`src/rtl/clause_loader.sv`:
```
// Collects a stream of 2-bit literal codes into a clause buffer and writes one
// clause row per pass step, filling rows 0..NUM_CLAUSES-1 in order.
//
// state   | meaning
// --------+-----------------------------------------------------------
// IDLE    | waiting for start_i; outputs quiet, cidx/err hold
// COLLECT | accepting literals into the buffer until lit_last_i
// WRITE   | one-cycle row strobe wr_o = 1<<cidx with lit_o = buffer
// DONE    | one-cycle done_o pulse after the final row, then IDLE
module clause_loader #(
    parameter int NUM_LITS    = 8,
    parameter int NUM_CLAUSES = 8,
    parameter int CIDX_W      = 3
) (
    input  logic                    clk,
    input  logic                    rst,
    input  logic                    start_i,
    input  logic                    lit_valid_i,
    input  logic [1:0]              lit_data_i,
    input  logic                    lit_last_i,
    output logic                    lit_ready_o,
    output logic [NUM_CLAUSES-1:0]  wr_o,
    output logic [NUM_LITS*2-1:0]   lit_o,
    output logic [CIDX_W-1:0]       cidx_o,
    output logic                    busy_o,
    output logic                    done_o,
    output logic                    err_o
);

    localparam int CNT_W = $clog2(NUM_LITS + 1);

    typedef enum logic [1:0] {IDLE, COLLECT, WRITE, DONE} state_t;

    state_t                  state, state_nxt;
    logic [NUM_LITS*2-1:0]   lit_buf;
    logic [CNT_W-1:0]        slot_cnt;
    logic [CIDX_W-1:0]       cidx;
    logic                    err;
    logic                    accept;
    logic                    last_row;
    logic [1:0]              store_code;

    assign accept     = lit_valid_i && lit_ready_o;
    assign last_row   = (cidx == CIDX_W'(NUM_CLAUSES - 1));
    assign store_code = (lit_data_i == 2'b11) ? 2'b00 : lit_data_i;

    assign lit_o  = lit_buf;
    assign cidx_o = cidx;
    assign err_o  = err;

    always_ff @(posedge clk or negedge rst) begin
        if (!rst) begin
            state <= IDLE;
        end else begin
            state <= state_nxt;
        end
    end

    always_comb begin
        state_nxt   = state;
        lit_ready_o = 1'b0;
        busy_o      = 1'b0;
        done_o      = 1'b0;
        wr_o        = '0;
        unique case (state)
            IDLE: begin
                if (start_i) state_nxt = COLLECT;
            end
            COLLECT: begin
                lit_ready_o = 1'b1;
                busy_o      = 1'b1;
                if (lit_valid_i && lit_last_i) state_nxt = WRITE;
            end
            WRITE: begin
                busy_o    = 1'b1;
                wr_o      = NUM_CLAUSES'(1) << cidx;
                state_nxt = last_row ? DONE : COLLECT;
            end
            DONE: begin
                busy_o    = 1'b1;
                done_o    = 1'b1;
                state_nxt = IDLE;
            end
            default: state_nxt = IDLE;
        endcase
    end

    // Slot count saturates at NUM_LITS so overflow literals are dropped, not wrapped.
    always_ff @(posedge clk or negedge rst) begin
        if (!rst) begin
            lit_buf  <= '0;
            slot_cnt <= '0;
            cidx     <= '0;
            err      <= 1'b0;
        end else begin
            unique case (state)
                IDLE: begin
                    if (start_i) begin
                        lit_buf  <= '0;
                        slot_cnt <= '0;
                        cidx     <= '0;
                        err      <= 1'b0;
                    end
                end
                COLLECT: begin
                    if (accept) begin
                        if (slot_cnt == CNT_W'(NUM_LITS)) begin
                            err <= 1'b1;
                        end else begin
                            for (int i = 0; i < NUM_LITS; i++) begin
                                if (slot_cnt == CNT_W'(i)) lit_buf[2*i +: 2] <= store_code;
                            end
                            slot_cnt <= slot_cnt + CNT_W'(1);
                            if (lit_data_i == 2'b11) err <= 1'b1;
                        end
                    end
                end
                WRITE: begin
                    lit_buf  <= '0;
                    slot_cnt <= '0;
                    if (!last_row) cidx <= cidx + CIDX_W'(1);
                end
                default: ;
            endcase
        end
    end

endmodule

```
`config.mk`:
```
export PLATFORM = sky130hd
export DESIGN_NAME = clause_loader
export DESIGN_NICKNAME = d
export VERILOG_FILES = /design/src/rtl/clause_loader.sv
export SDC_FILE = /design/constraint.sdc
export NUM_CORES = 1
export LEC_CHECK = 0
export ABC_AREA = 1
export CAP_MARGIN = 20
export CORE_MARGIN = 2
export CORE_UTILIZATION = 35
export DETAILED_ROUTE_END_ITERATION = 12
export GPL_TIMING_DRIVEN = 0
export PLACE_DENSITY = 0.66
export SLEW_MARGIN = 20
export SYNTH_ARGS = -nofsm -noshare
export SYNTH_HDL_FRONTEND = slang
export SYNTH_SLANG_ARGS = --single-unit
export TNS_END_PERCENT = 50
```
`constraint.sdc`:
```
create_clock -name clk -period 3.8 [get_ports clk]
set_clock_uncertainty 0.1 [all_clocks]
set_input_delay 0.38 -clock clk [delete_from_list [all_inputs] [get_ports clk]]
set_output_delay 0.38 -clock clk [all_outputs]
set_load 0.01 [all_outputs]
```
# == Word-level counts from Yosys, hierarchy flattened ==
# Index checks and enable logic that the tools add are counted.
# totals
mem_bits_rw,0
latchBits,0
inputBits,7
regBits,26
rom_bits,0
n_memories,0
out_inout_bits,31
elab_cells,95
# op_classes
reduce_logical,20
n_bitwise,0
magnitude_cmp,0
shift,1
n_eq_ne,27
mul,0
div,0
mux,33
addsub,2
# op_table
op,n
two-way mux 16 bit,3
one-hot mux 16 bit (3 select lines),1
AND reduction 5 bit,8
inequality test 2 bit (second input constant),13
two-way mux 2 bit,12
equality test 4 x 3 -> 1 bit (second input constant),4
two-way mux 4 bit,3
one-hot mux 4 bit (3 select lines),1
equality test 4 x 2 -> 1 bit (second input constant),2
two-way mux 8 bit,1
one-hot mux 2 bit (4 select lines),1
AND reduction 4 bit,2
left shift 1 x 3 -> 8 bit (first input constant),1
two-way mux 1 bit,7
equality test 2 bit (second input constant),3
two-way mux 3 bit,2
one-hot mux 3 bit (2 select lines),1
adder 4 x 1 -> 4 bit (second input constant),1
equality test 4 x 1 -> 1 bit (second input constant),1
equality test 4 bit (second input constant),1
logical NOT 4 bit,1
nonzero test 2 bit,2
adder 3 x 1 -> 3 bit (second input constant),1
equality test 3 bit (second input constant),1
9 further kinds,10

# == Longest topological paths before layout ==
# logic_depth
depth_word,6
depth_mapped,9
ltp_nobuf,9

# == Least setup slack after synthesis ==
# OpenSTA, ideal clock, no wires.
# synth_path
path_kind,flip-flop to flip-flop
start,reg slot_cnt[0]
end,reg lit_buf[15] (netlist: lit_o[15])
setup_ps,117
arrival_ps,1349
stages_incl_launch_ff,10
path_buffers,1
required_ps,3583
synth_period_minus_slack_ps,1566
path_slack_ps,2234
cell_sequence,dfrtp_1 -> inv_1 -> ha_1 -> nand2_1 -> nor2_1 -> o21bai_4 -> buf_6 -> nand3_2 -> nand2_1 -> nand2_1
# synth_between
elab_chain_len,3
word_cells_on_any_way,5
cone_classes,eq/ne: 4; reduce/logical: 1
# synth_lines
element,line,rtl
from (decl),36,logic [CNT_W-1:0] slot_cnt;
from (signal assigned),113,slot_cnt <= slot_cnt + CNT_W'(1);
equality test 4 x 3 -> 1 bit or equality test 4 bit (tied branches),"111, 107",
inequality test 2 bit (no line),n/a,
AND reduction 5 bit (no line) *,n/a,
"to (signal, indexed assignment)",111,if (slot_cnt == CNT_W'(i)) lit_buf[2*i +: 2] <= store_code;
to (decl),35,logic [NUM_LITS*2-1:0] lit_buf;
# Mark *: on every way between the ends. The rest lies on a longest branch, timed or not.
# A chain may end at the register's enable or synchronous reset.

# == Worst setup path in the final report ==
# layout_path
start,reg cidx[0] (netlist: cidx_o[0])
end,out wr_o[7]
# layout_between
elab_chain_len,2
# layout_lines
element,line,rtl
from (decl),37,logic [CIDX_W-1:0] cidx;
from (signal assigned),121,if (!last_row) cidx <= cidx + CIDX_W'(1);
left shift 1 x 3 -> 8 bit,76,wr_o = NUM_CLAUSES'(1) << cidx;
two-way mux 8 bit,65,unique case (state)
to (decl),22,"output logic [NUM_CLAUSES-1:0] wr_o,"
# No other way between the ends.

==> results.json <==
{
  "final_nets": 256,
  "port_buffers": 37,
  "ys_ff_latch": 26,
  "clkLatencyLatePin_ns": 0.27,
  "hold_violations": 23,
  "slowest_delay_ns": 0.57,
  "synth_area_leaders": "dfrtp_1 41%, nand2_1 15%, ha_1 7.8%",
  "finalCriticalPeriod_ns": 2.34,
  "ys_seq_area_frac": 0.406,
  "leakage_nw": 1.03,
  "crit_buf_inv": 2,
  "setup_viol": 0,
  "coreArea_mm2": 0.00438,
  "grt_pass1_vias": 1333,
  "synth_edf_count": 0,
  "fin_ws_ns": 1.46,
  "grtUsageTotal": 0.146,
  "crit_slowest_cell": "clkdlybuf4s50_1",
  "ff_latch_area_um2": 651,
  "r2r_setup_slack_ns": 2.03,
  "criticalPathCategory": "flop to primary output",
  "placed_area_mm2": 0.00203,
  "netlist_instances": 197,
  "rsz0062_at_grt": "no",
  "path_max_fanout": 4,
  "drt.antenna.violating_nets": 0,
  "status": "finished, violations left",
  "grt-ovfl-total": 0,
  "syn_to_final_growth_pct": 31.3,
  "layout-drive-gt1-share": 0.113,
  "fin_crit_sh": 0.616,
  "yosys.area.top_type_share": 0.406,
  "die_area_mm2": 0.00513,
  "cp_top_family": "buffers and inverters",
  "syn_area_per_cell_um2": 8.13,
  "ctsHoldBuffers": 0,
  "cts_max_path_buffers": 2,
  "syn_area_mm2": 0.00160,
  "tightest_slew_ns": 0.566,
  "drc_errors": 0,
  "power_w": 0.00161,
  "routedWlPerCell_um": 11.5,
  "fin_tns_setup_ns": 0,
  "worstPathRequired_ns": 3.32,
  "h-tree-depth": 1,
  "crit_arrival_ns": 1.86,
  "drv_slew": 0,
  "synth_cell_types": 24,
  "wl_um": 3330,
  "start_util": 0.365,
  "worstHoldPathType": "input pin to async pin",
  "first_pass_iters": 4,
  "cts_buffers": 3,
  "post_cts_buffers": 0,
  "multi_input_area_um2": 811,
  "yosys_warnings": 0,
  "slew_headroom": 0.621,
  "crit_path_frequent_cell": "ha_1",
  "cp-start-kind": "flop",
  "io_pins": 38,
  "grt_pass1_wl_um": 5930,
  "initialDrtViolationCount": 85,
  "filler_cell_count": 439,
  "timing.fmax_ghz": 0.427,
  "cap_violations": 0,
  "synth_top_area_cell": "dfrtp_1",
  "root_buffer": "clkbuf_8",
  "synth_ff_type": "dfrtp_1",
  "final_cell_area_mm2": 0.00210,
  "cts_tree": "built",
  "drt-vias-per-instance": 4.85,
  "num_vias": 1406,
  "dpl_worst_slack_ns": 1.75,
  "post_cts_resized": 0,
  "worstSetupEndpointType": "primary output",
  "failed_checks": "hold timing",
  "hold_slack_ns": -0.00747,
  "path_cells": "ha_1, ha_1, inv_1, nor2_1, clkdlybuf4s50_1",
  "synthArstFlopShare": 1.00,
  "grt_max_degree": 27,
  "syn_nets": 214,
  "power_density_mw_per_mm2": 767,
  "vdd_drop_max_mv": 0.262,
  "die_w_um": 71.6,
  "num_antenna_cells": 0,
  "cts.clk_slew.worst_paths_ns": 0.09,
  "die-height_um": 71.6,
  "place_congestion": 0.922,
  "dpl.hpwl_um": 2560,
  "antenna_found_initial": 0,
  "cts_sinks": 26,
  "rows": 24
}
==> cell usage after synthesis (2+ instances only) <==
master    n
nor2_1    7
nand3_1  18
buf_6     5
dfrtp_1  26
o21ai_0   3
nand4_1  18
nand2_1  63
nand3_2   5
ha_1     10
inv_2     3
nor3_1    6
inv_1    18
nor2_2    2
o21ai_1   3
==> cells by family (layout without fill, tap and decap cells) <==
group | after synthesis | count (layout) | synth area share
buffers and inverters | 27 | 68 | 0.0875
AO/OA/AOI/OAI | 10 | 10 | 0.0508
adder cells (fa/ha/maj) | 10 | 10 | 0.0781
flip-flops | 26 | 26 | 0.406
AND/OR/NAND/NOR | 124 | 124 | 0.377
==> metal layers <==
layer,wire length [um],part of all wire,vias up,global-route usage
met3,99,0.030,4,0.0211
li1,-,-,733,-
met4,60,0.018,0,0.0671
met5,0,0,-,0
met1,1670,0.50,644,0.200
met2,1490,0.45,25,0.227
==> registers in the layout, summed over array words and instances (netlist names) <==
signal,cells
lit_o,16
state,2
slot_cnt,4
cidx_o,3
err_o,1
==> cell type report <==
cell class	instances	area share
Clock buffer	3	0.0196
Buffer	6	0.0291
Clock inverter	1	0.0143
Tap cell	52	0.0309
Timing Repair Buffer	37	0.174
Sequential cell	26	0.309
Multi-Input combinational cell	144	0.385
Inverter	21	0.0375
==> path summary, 6_finish.rpt <==
check / startpoint / endpoint / depth (start not counted)
worst max-delay path: cidx_o[0] / wr_o[7] / 5
min in group clk: lit_o[11] / lit_o[11] / 2
worst max register to register: slot_cnt[0] / lit_o[15] / 9
worst min-delay path: rst / state[0] / 1
worst min register to register: lit_o[11] / lit_o[11] / 2
max in group asynchronous: rst / lit_o[14] / 1
==> through the flow <==
stage,std cells,hold WS (ns),utilization
final,290,-0.00747,0.480
after global routing,290,0.0474,0.480
after CTS,290,0.0191,0.480
after detailed placement,286,0.315,0.463
after global placement,286,0.357,0.465
after floorplan,197,-0.0156,-
==> layout by cell type, fill, tap and decap left out <==
| cell type | instances |
|---|---|
| nor2_4 | 1 |
| o21bai_4 | 1 |
| nand4_1 | 18 |
| nor3_2 | 1 |
| o22ai_1 | 1 |
| a21oi_4 | 1 |
| ha_1 | 10 |
| nor3_1 | 6 |
| o211a_1 | 1 |
| nor2_1 | 7 |
| clkbuf_8 | 3 |
| nand3_2 | 5 |
| clkdlybuf4s50_1 | 36 |
| nor2_2 | 2 |
| nor3b_1 | 1 |
| dfrtp_1 | 26 |
| nand3_1 | 18 |
| inv_2 | 3 |
| nand2_2 | 1 |
| inv_1 | 18 |
| bufinv_16 | 1 |
| o21ai_1 | 3 |
| nand2_1 | 63 |
| nand2_4 | 1 |
| buf_2 | 2 |
| o21ai_0 | 3 |
| buf_6 | 5 |
==> power by group <==
| group | switching (W) | internal [W] | total (W) |
|---|---|---|---|
| sequential | 0.0000845 | 0.000384 | 0.000468 |
| clock | 0.0000886 | 0.000141 | 0.000230 |
| combinational | 0.000502 | 0.000413 | 0.000915 |
| total | 0.000675 | 0.000938 | 0.00161 |
(Power assumes the default switching activity.)
